<file path="src/rtl/regfile_wb_arbiter.sv">
// regfile_wb_arbiter
// Arbitrates two writeback requesters (0 = ALU, 1 = load unit) onto the
// single register-file write port and keeps a busy scoreboard of
// destination registers with outstanding writes.
//
// Ports
//   clk, rst_n                 clock, asynchronous active-low reset
//   req{0,1}_valid/_rd/_dat    writeback requests
//   req{0,1}_ready             combinational grant (handshake = valid & ready)
//   alloc_valid, alloc_rd      issue stage reserves a destination register
//   rs1, rs2                   source registers to check
//   rs1_busy, rs2_busy         combinational scoreboard lookup
//   rd, rd_we, rd_wd           registered register-file write port
module regfile_wb_arbiter #(
  parameter int AddressBitWidth = 5,
  parameter int DataBitWidth    = 32
) (
  input  logic                       clk,
  input  logic                       rst_n,
  input  logic                       req0_valid,
  input  logic [AddressBitWidth-1:0] req0_rd,
  input  logic [DataBitWidth-1:0]    req0_dat,
  output logic                       req0_ready,
  input  logic                       req1_valid,
  input  logic [AddressBitWidth-1:0] req1_rd,
  input  logic [DataBitWidth-1:0]    req1_dat,
  output logic                       req1_ready,
  input  logic                       alloc_valid,
  input  logic [AddressBitWidth-1:0] alloc_rd,
  input  logic [AddressBitWidth-1:0] rs1,
  input  logic [AddressBitWidth-1:0] rs2,
  output logic                       rs1_busy,
  output logic                       rs2_busy,
  output logic [AddressBitWidth-1:0] rd,
  output logic                       rd_we,
  output logic [DataBitWidth-1:0]    rd_wd
);

  localparam int Depth = 1 << AddressBitWidth;

  typedef enum logic {
    LAST0 = 1'b0,
    LAST1 = 1'b1
  } last_e;

  last_e                      last_r;
  logic                       grant0_s;
  logic                       grant1_s;
  logic [AddressBitWidth-1:0] rd_r;
  logic                       rd_we_r;
  logic [DataBitWidth-1:0]    rd_wd_r;
  logic [Depth-1:0]           busy_r;
  logic [Depth-1:0]           set_s;
  logic [Depth-1:0]           clr_s;
  logic [Depth-1:0]           busy_nxt_s;

  // One-hot decode of a register index into a scoreboard mask.
  function automatic logic [Depth-1:0] onehot(input logic [AddressBitWidth-1:0] idx);
    onehot = {{(Depth-1){1'b0}}, 1'b1} << idx;
  endfunction

  // Round-robin grant: a lone requester always wins; on contention the
  // requester that was not granted last wins. Reset masks both grants.
  always_comb begin
    grant0_s = 1'b0;
    grant1_s = 1'b0;
    if (rst_n) begin
      if (req0_valid && req1_valid) begin
        if (last_r == LAST1) begin
          grant0_s = 1'b1;
        end else begin
          grant1_s = 1'b1;
        end
      end else begin
        grant0_s = req0_valid;
        grant1_s = req1_valid;
      end
    end else begin
      grant0_s = 1'b0;
      grant1_s = 1'b0;
    end
  end

  assign req0_ready = grant0_s;
  assign req1_ready = grant1_s;

  // Register the granted write; a write to x0 is consumed without a write strobe.
  always_ff @(posedge clk or negedge rst_n) begin
    if (!rst_n) begin
      rd_r    <= {AddressBitWidth{1'b0}};
      rd_we_r <= 1'b0;
      rd_wd_r <= {DataBitWidth{1'b0}};
      last_r  <= LAST1;
    end else if (grant0_s) begin
      rd_r    <= req0_rd;
      rd_we_r <= (req0_rd != {AddressBitWidth{1'b0}});
      rd_wd_r <= req0_dat;
      last_r  <= LAST0;
    end else if (grant1_s) begin
      rd_r    <= req1_rd;
      rd_we_r <= (req1_rd != {AddressBitWidth{1'b0}});
      rd_wd_r <= req1_dat;
      last_r  <= LAST1;
    end else begin
      rd_we_r <= 1'b0;
    end
  end

  assign rd    = rd_r;
  assign rd_we = rd_we_r;
  assign rd_wd = rd_wd_r;

  // Scoreboard next state: the retiring write clears its bit, a new
  // reservation sets its bit (set applied last so it wins), x0 never busy.
  always_comb begin
    set_s      = {Depth{1'b0}};
    clr_s      = {Depth{1'b0}};
    if (alloc_valid && (alloc_rd != {AddressBitWidth{1'b0}})) begin
      set_s = onehot(alloc_rd);
    end else begin
      set_s = {Depth{1'b0}};
    end
    if (rd_we_r) begin
      clr_s = onehot(rd_r);
    end else begin
      clr_s = {Depth{1'b0}};
    end
    busy_nxt_s = ((busy_r & ~clr_s) | set_s) & ~{{(Depth-1){1'b0}}, 1'b1};
  end

  // Scoreboard state.
  always_ff @(posedge clk or negedge rst_n) begin
    if (!rst_n) begin
      busy_r <= {Depth{1'b0}};
    end else begin
      busy_r <= busy_nxt_s;
    end
  end

  // Hazard lookups read the stored scoreboard only (no bypass).
  assign rs1_busy = busy_r[rs1];
  assign rs2_busy = busy_r[rs2];

endmodule

</file>
<file path="config.mk">
export PLATFORM = sky130hd
export DESIGN_NAME = regfile_wb_arbiter
export DESIGN_NICKNAME = d
export VERILOG_FILES = /design/src/rtl/regfile_wb_arbiter.sv
export SDC_FILE = /design/constraint.sdc
export NUM_CORES = 1
export LEC_CHECK = 0
export CORE_MARGIN = 3
export CORE_UTILIZATION = 40
export CTS_CLUSTER_SIZE = 30
export DETAILED_ROUTE_END_ITERATION = 8
export MAX_ROUTING_LAYER = met4
export PLACE_DENSITY = 0.78
export SLEW_MARGIN = 20
export SYNTH_ARGS = -nofsm -noshare
export SYNTH_HDL_FRONTEND = slang
export SYNTH_SLANG_ARGS = --single-unit
</file>
<file path="constraint.sdc">
create_clock -name clk -period 2.4 [get_ports clk]
set_clock_uncertainty 0.2 [all_clocks]
set_input_delay 0.72 -clock clk [delete_from_list [all_inputs] [get_ports clk]]
set_output_delay 0.72 -clock clk [all_outputs]
set_load 0.1 [all_outputs]
</file>
; ---- Word-level counts from Yosys, hierarchy flattened
; Index checks and enable logic that the tools add are counted.
[word_totals]
output_inout_bits = 42
regBits = 70
ramBits = 0
mem_bits_ro = 0
input_bits = 94
n_memories = 0
word_cells = 38
latchBits = 0
[op_classes]
n_lt_le_gt_ge = 2
n_mul = 0
reduce_logical = 6
mux = 20
n_div = 0
add_sub_neg = 0
bitwise_logic = 3
shifts = 2
n_eq_ne = 0
[ops]
columns = op, count
row1 = two-way mux 32 bit, 4
row2 = "<< shifter 1 x 5 -> 32 bit, first input constant", 2
row3 = bitwise AND 32 bit, 1
row4 = inverter 32 bit, 1
row5 = OR 32 bit, 1
row6 = nonzero test 5 bit, 3
row7 = "< comparator 5 x 6 -> 1 bit, second input constant", 2
row8 = two-way mux 1 bit, 12
row9 = binary-select mux 1 bit (select 5 bit), 2
row10 = two-way mux 5 bit, 2
row11 = logical AND 1 bit, 2
row12 = nonzero test 2 bit, 1

; ---- Logic depth before layout (Yosys ltp)
; Gate-level depths: netlist of the first run.
[logic_depth]
ltp_word = 5
ltp_mapped = 6
depth_no_buf = 4

; ---- Worst setup path before layout of the first run
; No wires, ideal clock.
[synth_path]
path_type = in2out
from = input rs1[0]
to = output rs1_busy
cell_stages = 5
t_arrival_ns = 2.453
slack_ns = -0.973
t_required_ns = 1.480
path_buffers = 1
path_cell_list = buf_6 mux4_2 nand2b_1 o211ai_1 nand4_1
[synth_between]
elab_chain_cells = 2
[synth_lines]
columns = element, line
row1 = from (decl), 30  ; input logic [AddressBitWidth-1:0] rs1,
row2 = binary-select mux 1 bit (select 5 bit), 141  ; assign rs1_busy = busy_r[rs1];
row3 = two-way mux 1 bit (not written as such), 141
row4 = to (decl), 32  ; output logic rs1_busy,
; No other way between the ends. The select of a mux whose other input is x is not followed.

; ---- Worst setup path after layout of the first run
[layout_path]
from = input rs2[0]
to = output rs2_busy
[layout_between]
elab_chain_cells = 2
[layout_lines]
columns = element, line
row1 = from (decl), 31  ; input logic [AddressBitWidth-1:0] rs2,
row2 = binary-select mux 1 bit (select 5 bit), 142  ; assign rs2_busy = busy_r[rs2];
row3 = two-way mux 1 bit (not written as such), 142
row4 = to (decl), 33  ; output logic rs2_busy,
; No other way between the ends. The select of a mux whose other input is x is not followed.

==> out/results.md, run 1 <==
• transition time at the pin with the least slew margin: 853 ps
• Die X-Extent: 99.8 µm
• routed via count divided by cell count: 6.07
• post-placement cell area: 0.00554 mm²
• total die area: 0.00996 mm²
• # H-tree levels: 3
• P_sw: 2200 µW
• wire length of the first global-routing pass: 19.2 mm
• pins over their slew limit: 0
• nets in the synthesized netlist: 431
• minimum setup slack among reg-to-reg paths: 570 ps
• number of DRC markers in iteration 0: 422
• Post-Synthesis Mean Instance Area: 10.4 µm²
• number of antenna violations at the first check in global routing: 0
• Worst EP arrival: 1930 ps
• status: finished, violations left
• worst path required time: 1480 ps
• combined area of all synthesized cells: 0.00352 mm²
• total gr overflow: 0
• power per cell area: 894 mW/mm²
• final weighted congestion in routability-driven placement: 1.01
• Core ar.: 0.00838 mm²
• Clock Power Share: 0.188
• top fanout value on the critical path: 4
• area share of the largest cell type after synthesis: 0.491
• maximum vdd ir drop: 0.000559 V
• via count of the first global-routing pass: 3758
• total routing usage reported by global routing: 0.256
• clock tree from TritonCTS: built
• Power, Total: 5230 µW
• setup slack at placement: -1030 ps
• kind of end point of the critical path: output pin
• Slew HR: 0.432
• category of the most critical setup path: in -> out
• highest achievable clock rate: 0.350 GHz
• clock root buffer master: sky130_fd_sc_hd__clkbuf_8
• CTS Hold Bufs: 0
• period utilization: 1.19
• uppermost layer routed: met4
• Max clock buf depth: 2
• average routed wire per standard cell: 20.7 µm
• DP Cell Count: 579
• worst hold slack: 168 ps
• area growth from synthesis to final layout: 66.3%
• path category of the worst min-delay check: in -> async
• Via Count: 3622
• most area-hungry cell type in the Yosys netlist: sky130_fd_sc_hd__dfrtp_1
• switching power as a share of total power: 0.421
• num rows: 33
• Clk Latency, worst-skew pair: 350 ps
• Seq pwr share: 0.362
• cts bufs inserted: 9
• HPWL reported at the end of detailed placement: 9.14 mm
• register bit total from synthesis: 70
• Internal Pwr Total: 3030 µW
• type of origin of the critical path: primary input
• number of library cell types mapped by synthesis: 31
• non-filler instance count after layout: 597
• met3 WL post-DR: 1.43 mm
• DRC violations left: 0
• quantity of I/O buffers inserted on ports: 135
• launching point of the worst reg2reg path: last_r
• largest net degree at the start of global routing: 70
• dominant cells by area after synthesis: sky130_fd_sc_hd__dfrtp_1 49%, sky130_fd_sc_hd__a222oi_1 11%, sky130_fd_sc_hd__o21ai_0 8.1%
• number of iterations in the first detailed-routing pass: 8
• Finish-stage setup viols: 2
• number of hold-slack violations in the final timing report: 0
• Clk pin slew, worst setup/hold paths: 70 ps
• largest stage delay on the critical path: 480 ps
• violations in the final reports: setup timing
• async set-or-reset flop fraction in the synthesized netlist: 1.00
• met2 routed wirelength: 6.25 mm
• M1 WL: 4.38 mm
• slowest stage cell, crit path: sky130_fd_sc_hd__mux4_2
• final worst setup slack: -454 ps
• first element of the critical path: rs2[0]
• time the worst path needs with I/O delays and setup: 2850 ps
• initial core utilization: 0.420
• leading register cell type out of synthesis: sky130_fd_sc_hd__dfrtp_1
• count of nets after finishing: 581
• Comb pwr share: 0.450
• cell with the most instances after synthesis: sky130_fd_sc_hd__dfrtp_1
• maxcap violations: 0
• Post-DRT Antenna Nets: 0
• area of all placed cells without fillers: 0.00585 mm²
• sum of routed wire length over all layers: 12.3 mm
• Critical Path, Cell by Cell: buf_8, mux4_2, nand2b_1, o2111ai_1, nand4_1, buf_12
• setup repair after global routing missed its margin: true
• Synth warnings: 0
• count of flip-flops with a built-in enable after synthesis: 0
• Die Height: 99.8 µm
• Mapped Cells: 337
• list of most frequent post-synthesis cells: 69 x sky130_fd_sc_hd__dfrtp_1, 57 x sky130_fd_sc_hd__o21ai_0, 41 x sky130_fd_sc_hd__inv_1, 37 x sky130_fd_sc_hd__a222oi_1, 18 x sky130_fd_sc_hd__mux2i_1
• proportion of synthesized chip area in sequential cells: 0.498
• leakage power total: 0.00254 µW
• count of pins on the block boundary: 136
• CTS sink count: 70
• ratio of cells with drive above 1 in the final layout: 0.234
• Inserted Diodes: 0
-- power by group through the flow --
| stage | registers, µW | logic (µW) | clock network [µW] |
|---|---|---|---|
| finish | 1890 | 2350 | 983 |
| global placement | 1860 | 2270 | 0 |
| detailed placement | 1900 | 2310 | 0 |
| CTS | 1880 | 2350 | 1000 |
| global route | 1930 | 2470 | 1050 |
| floorplan | 2450 | 706 | 0 |
-- what timing repair did --
action / in CTS / in global routing
gates resized for setup: 43 / 7
gates cloned: 2 / 0
setup buffers: 0 / 0
pin swaps: 6 / 6
setup endpoints to repair: 4 / 4
-- sequential cells by signal, summed over array words and instances, names as in the netlist --
| register | flops |
|---|---|
| rd | 5 |
| last_r | 1 |
| rd_we | 1 |
| rd_wd | 32 |
| busy_r | 31 |
-- through the flow --
stage	utilization	TNS (ps)
global route	0.698	-997
floorplan	-	-1930
CTS	0.697	-887
finish	0.698	-906
detailed placement	0.661	-5940
global placement	0.661	-4120
-- cell families (layout without fill, tap and decap cells) --
| kind of cell | after synthesis | in the layout | share of synthesized area |
|---|---|---|---|
| multiplexers | 24 | 24 | 0.0896 |
| AND/OR/NAND/NOR | 61 | 61 | 0.101 |
| buffers and inverters | 61 | 216 | 0.0733 |
| AO/OA/AOI/OAI | 121 | 121 | 0.238 |
| flip-flops | 70 | 70 | 0.498 |
-- path summary, 6_finish.rpt --
| kind | to | cells after the start |
|---|---|---|
| min in group clk | last_r | 2 |
| worst max register to register | rd_wd[20] | 5 |
| worst max-delay path | rs2_busy | 6 |
| max in group asynchronous | rd_wd[19] | 2 |
| worst min register to register | last_r | 2 |
| worst min-delay path | last_r | 1 |
-- metal layers --
metal / track usage / up-vias
met5: - / -
li1: - / 1586
met2: 0.420 / 240
met4: 0.102 / 0
met3: 0.0757 / 25
met1: 0.295 / 1771
-- worst max-delay path: cells and delay by family --
kind	cells	cell delay, ps
and+or+nand+nor	2	330
AOI/OAI and AO/OA	1	110
muxes	1	480
buffers and inverters	2	290
-- final cells by class --
class / instances / area [µm²]
sequential: 70 / 1750
fill: 604 / 2530
clock buffer: 13 / 159
clock inverter: 3 / 42.5
inverter: 41 / 154
tap: 105 / 131
timing repair buffer: 159 / 2030
multi-input combinational: 206 / 1580
-- cell usage in the layout, fill, tap and decap left out, types with 3 or more instances in the layout --
cell                              synthesis  routed
sky130_fd_sc_hd__o21ai_0                 57      57
sky130_fd_sc_hd__nand3_1                 12      12
sky130_fd_sc_hd__nand2b_4                 0       3
sky130_fd_sc_hd__nor2b_1                  4       3
sky130_fd_sc_hd__buf_2                   11       4
sky130_fd_sc_hd__clkbuf_8                 0      11
sky130_fd_sc_hd__a22oi_1                  4       4
sky130_fd_sc_hd__mux2i_1                 18      16
sky130_fd_sc_hd__inv_1                   41      41
sky130_fd_sc_hd__or2_2                    3       3
sky130_fd_sc_hd__dfrtp_1                 69      69
sky130_fd_sc_hd__clkdlybuf4s50_1          0      80
sky130_fd_sc_hd__o21ai_2                  4       5
sky130_fd_sc_hd__a21oi_1                  8       6
sky130_fd_sc_hd__nand2_1                 10       9
sky130_fd_sc_hd__buf_4                    0      18
sky130_fd_sc_hd__buf_12                   0      45
sky130_fd_sc_hd__nand3b_1                 9       9
sky130_fd_sc_hd__o21ai_1                  4       3
sky130_fd_sc_hd__mux4_2                   6       6
sky130_fd_sc_hd__dlygate4sd2_1            0       3
sky130_fd_sc_hd__nor2_1                   7       7
sky130_fd_sc_hd__nand2b_1                 6       3
sky130_fd_sc_hd__a222oi_1                37      37
(Power assumes the default switching activity.)
==> run 2: changes to the inputs <==
CTS_CLUSTER_SIZE = 25   (was 30)
==> results of run 2 <==
Same layout as run 1: the final DEF is identical, and so are final timing and power.
==> run 3: changes to the inputs <==
SKIP_CTS_REPAIR_TIMING = 1   (was default)
==> out/results.md, run 3 (same netlist as run 1, synthesis figures left out) <==
• status: finished, violations left
• violations in the final reports: setup timing
• Max clock buf depth: 2
• time the worst path needs with I/O delays and setup: 2850 ps
• Clk Latency, worst-skew pair: 340 ps
• sum of routed wire length over all layers: 12.1 mm
• number of antenna violations at the first check in global routing: 0
• ratio of cells with drive above 1 in the final layout: 0.218
• Comb pwr share: 0.448
• count of pins on the block boundary: 136
• Internal Pwr Total: 3020 µW
• worst path required time: 1480 ps
• initial core utilization: 0.420
• final weighted congestion in routability-driven placement: 1.01
• post-placement cell area: 0.00554 mm²
• Die Height: 99.8 µm
• final worst setup slack: -447 ps
• type of origin of the critical path: primary input
• worst hold slack: 163 ps
• Inserted Diodes: 0
• period utilization: 1.19
• # H-tree levels: 3
• count of nets after finishing: 579
• Slew HR: 0.431
• average routed wire per standard cell: 20.3 µm
• num rows: 33
• most common cell after layout, fill and taps aside: sky130_fd_sc_hd__clkdlybuf4s50_1
• total gr overflow: 0
• routed via count divided by cell count: 6.07
• Via Count: 3613
• top fanout value on the critical path: 4
• Seq pwr share: 0.363
• highest-count cells in the layout ignoring fill and taps: 81 x sky130_fd_sc_hd__clkdlybuf4s50_1, 69 x sky130_fd_sc_hd__dfrtp_1, 57 x sky130_fd_sc_hd__o21ai_0
• number of hold-slack violations in the final timing report: 0
• clock root buffer master: sky130_fd_sc_hd__clkbuf_8
• via count of the first global-routing pass: 3719
• area growth from synthesis to final layout: 64.8%
• Post-DRT Antenna Nets: 0
• DRC violations left: 0
• switching power as a share of total power: 0.420
• Clock Power Share: 0.189
• leakage power total: 0.00256 µW
• path category of the worst min-delay check: in -> async
• cts bufs inserted: 9
• maximum vdd ir drop: 0.000590 V
• kind of end point of the critical path: output pin
• power per cell area: 897 mW/mm²
• maxcap violations: 0
• max reg flops: 32
• pins over their slew limit: 0
• Finish-stage setup viols: 2
• Core ar.: 0.00838 mm²
• total die area: 0.00996 mm²
• Die X-Extent: 99.8 µm
• CTS sink count: 70
• number of DRC markers in iteration 0: 465
• quantity of I/O buffers inserted on ports: 135
• area of all placed cells without fillers: 0.00580 mm²
• Worst EP arrival: 1930 ps
• total routing usage reported by global routing: 0.252
• category of the most critical setup path: in -> out
• wire length of the first global-routing pass: 18.9 mm
• HPWL reported at the end of detailed placement: 9.14 mm
• transition time at the pin with the least slew margin: 854 ps
• setup repair after global routing missed its margin: true
• number of iterations in the first detailed-routing pass: 7
• Clk pin slew, worst setup/hold paths: 70 ps
• highest achievable clock rate: 0.351 GHz
• P_sw: 2190 µW
• largest net degree at the start of global routing: 70
• clock tree from TritonCTS: built
-- run 3: metrics by stage --
stage / setup TNS (ps) / total power (µW) / setup slack, ps / cells / util
after global placement: -4120 / 4130 / -975 / 579 / 0.661
after floorplan: -1930 / 3150 / -963 / 337 / -
after CTS: -2560 / 5200 / -1040 / 595 / 0.685
after global routing: -980 / 5420 / -509 / 595 / 0.692
final: -879 / 5200 / -447 / 595 / 0.692
after detailed placement: -5940 / 4210 / -1030 / 579 / 0.661
-- run 3: layer usage --
| metal | share of wire | global-route usage |
|---|---|---|
| met1 | 0.36 | 0.291 |
| met2 | 0.51 | 0.413 |
| met3 | 0.12 | 0.0827 |
| met4 | 0.018 | 0.0893 |
| met5 | 0 | - |
-- run 3: worst max-delay path, cell delays in order --
cell                       delay (ps)
sky130_fd_sc_hd__buf_8             90
sky130_fd_sc_hd__mux4_2           480
sky130_fd_sc_hd__nand2b_4         140
sky130_fd_sc_hd__o211ai_1          90
sky130_fd_sc_hd__nand4_1          190
sky130_fd_sc_hd__buf_12           220
-- run 3: worst paths after layout --
path                            startpoint   endpoint  slack, ps  cells after the start
worst max-delay path                rs1[0]   rs1_busy       -450                      6
worst min-delay path                 rst_n     last_r        160                      1
worst max register to register       rd[4]  busy_r[8]        600                      4
worst min register to register      last_r     last_r        320                      2
max in group asynchronous            rst_n  busy_r[1]        990                      2
min in group clk                    last_r     last_r        320                      2
-- run 3: area by class of cell --
| class | instances | area, µm² |
|---|---|---|
| tap | 105 | 131 |
| fill | 599 | 2580 |
| inverter | 41 | 154 |
| clock inverter | 3 | 42.5 |
| clock buffer | 13 | 159 |
| multi-input combinational | 206 | 1560 |
| sequential | 70 | 1750 |
| timing repair buffer | 157 | 2000 |
-- run 3: power groups by stage --
stage	registers [µW]	clock network (µW)	logic, µW
after global placement	1860	0	2270
after detailed placement	1900	0	2310
final	1890	985	2330
after global routing	1920	1050	2450
after floorplan	2450	0	706
after CTS	1870	1000	2320
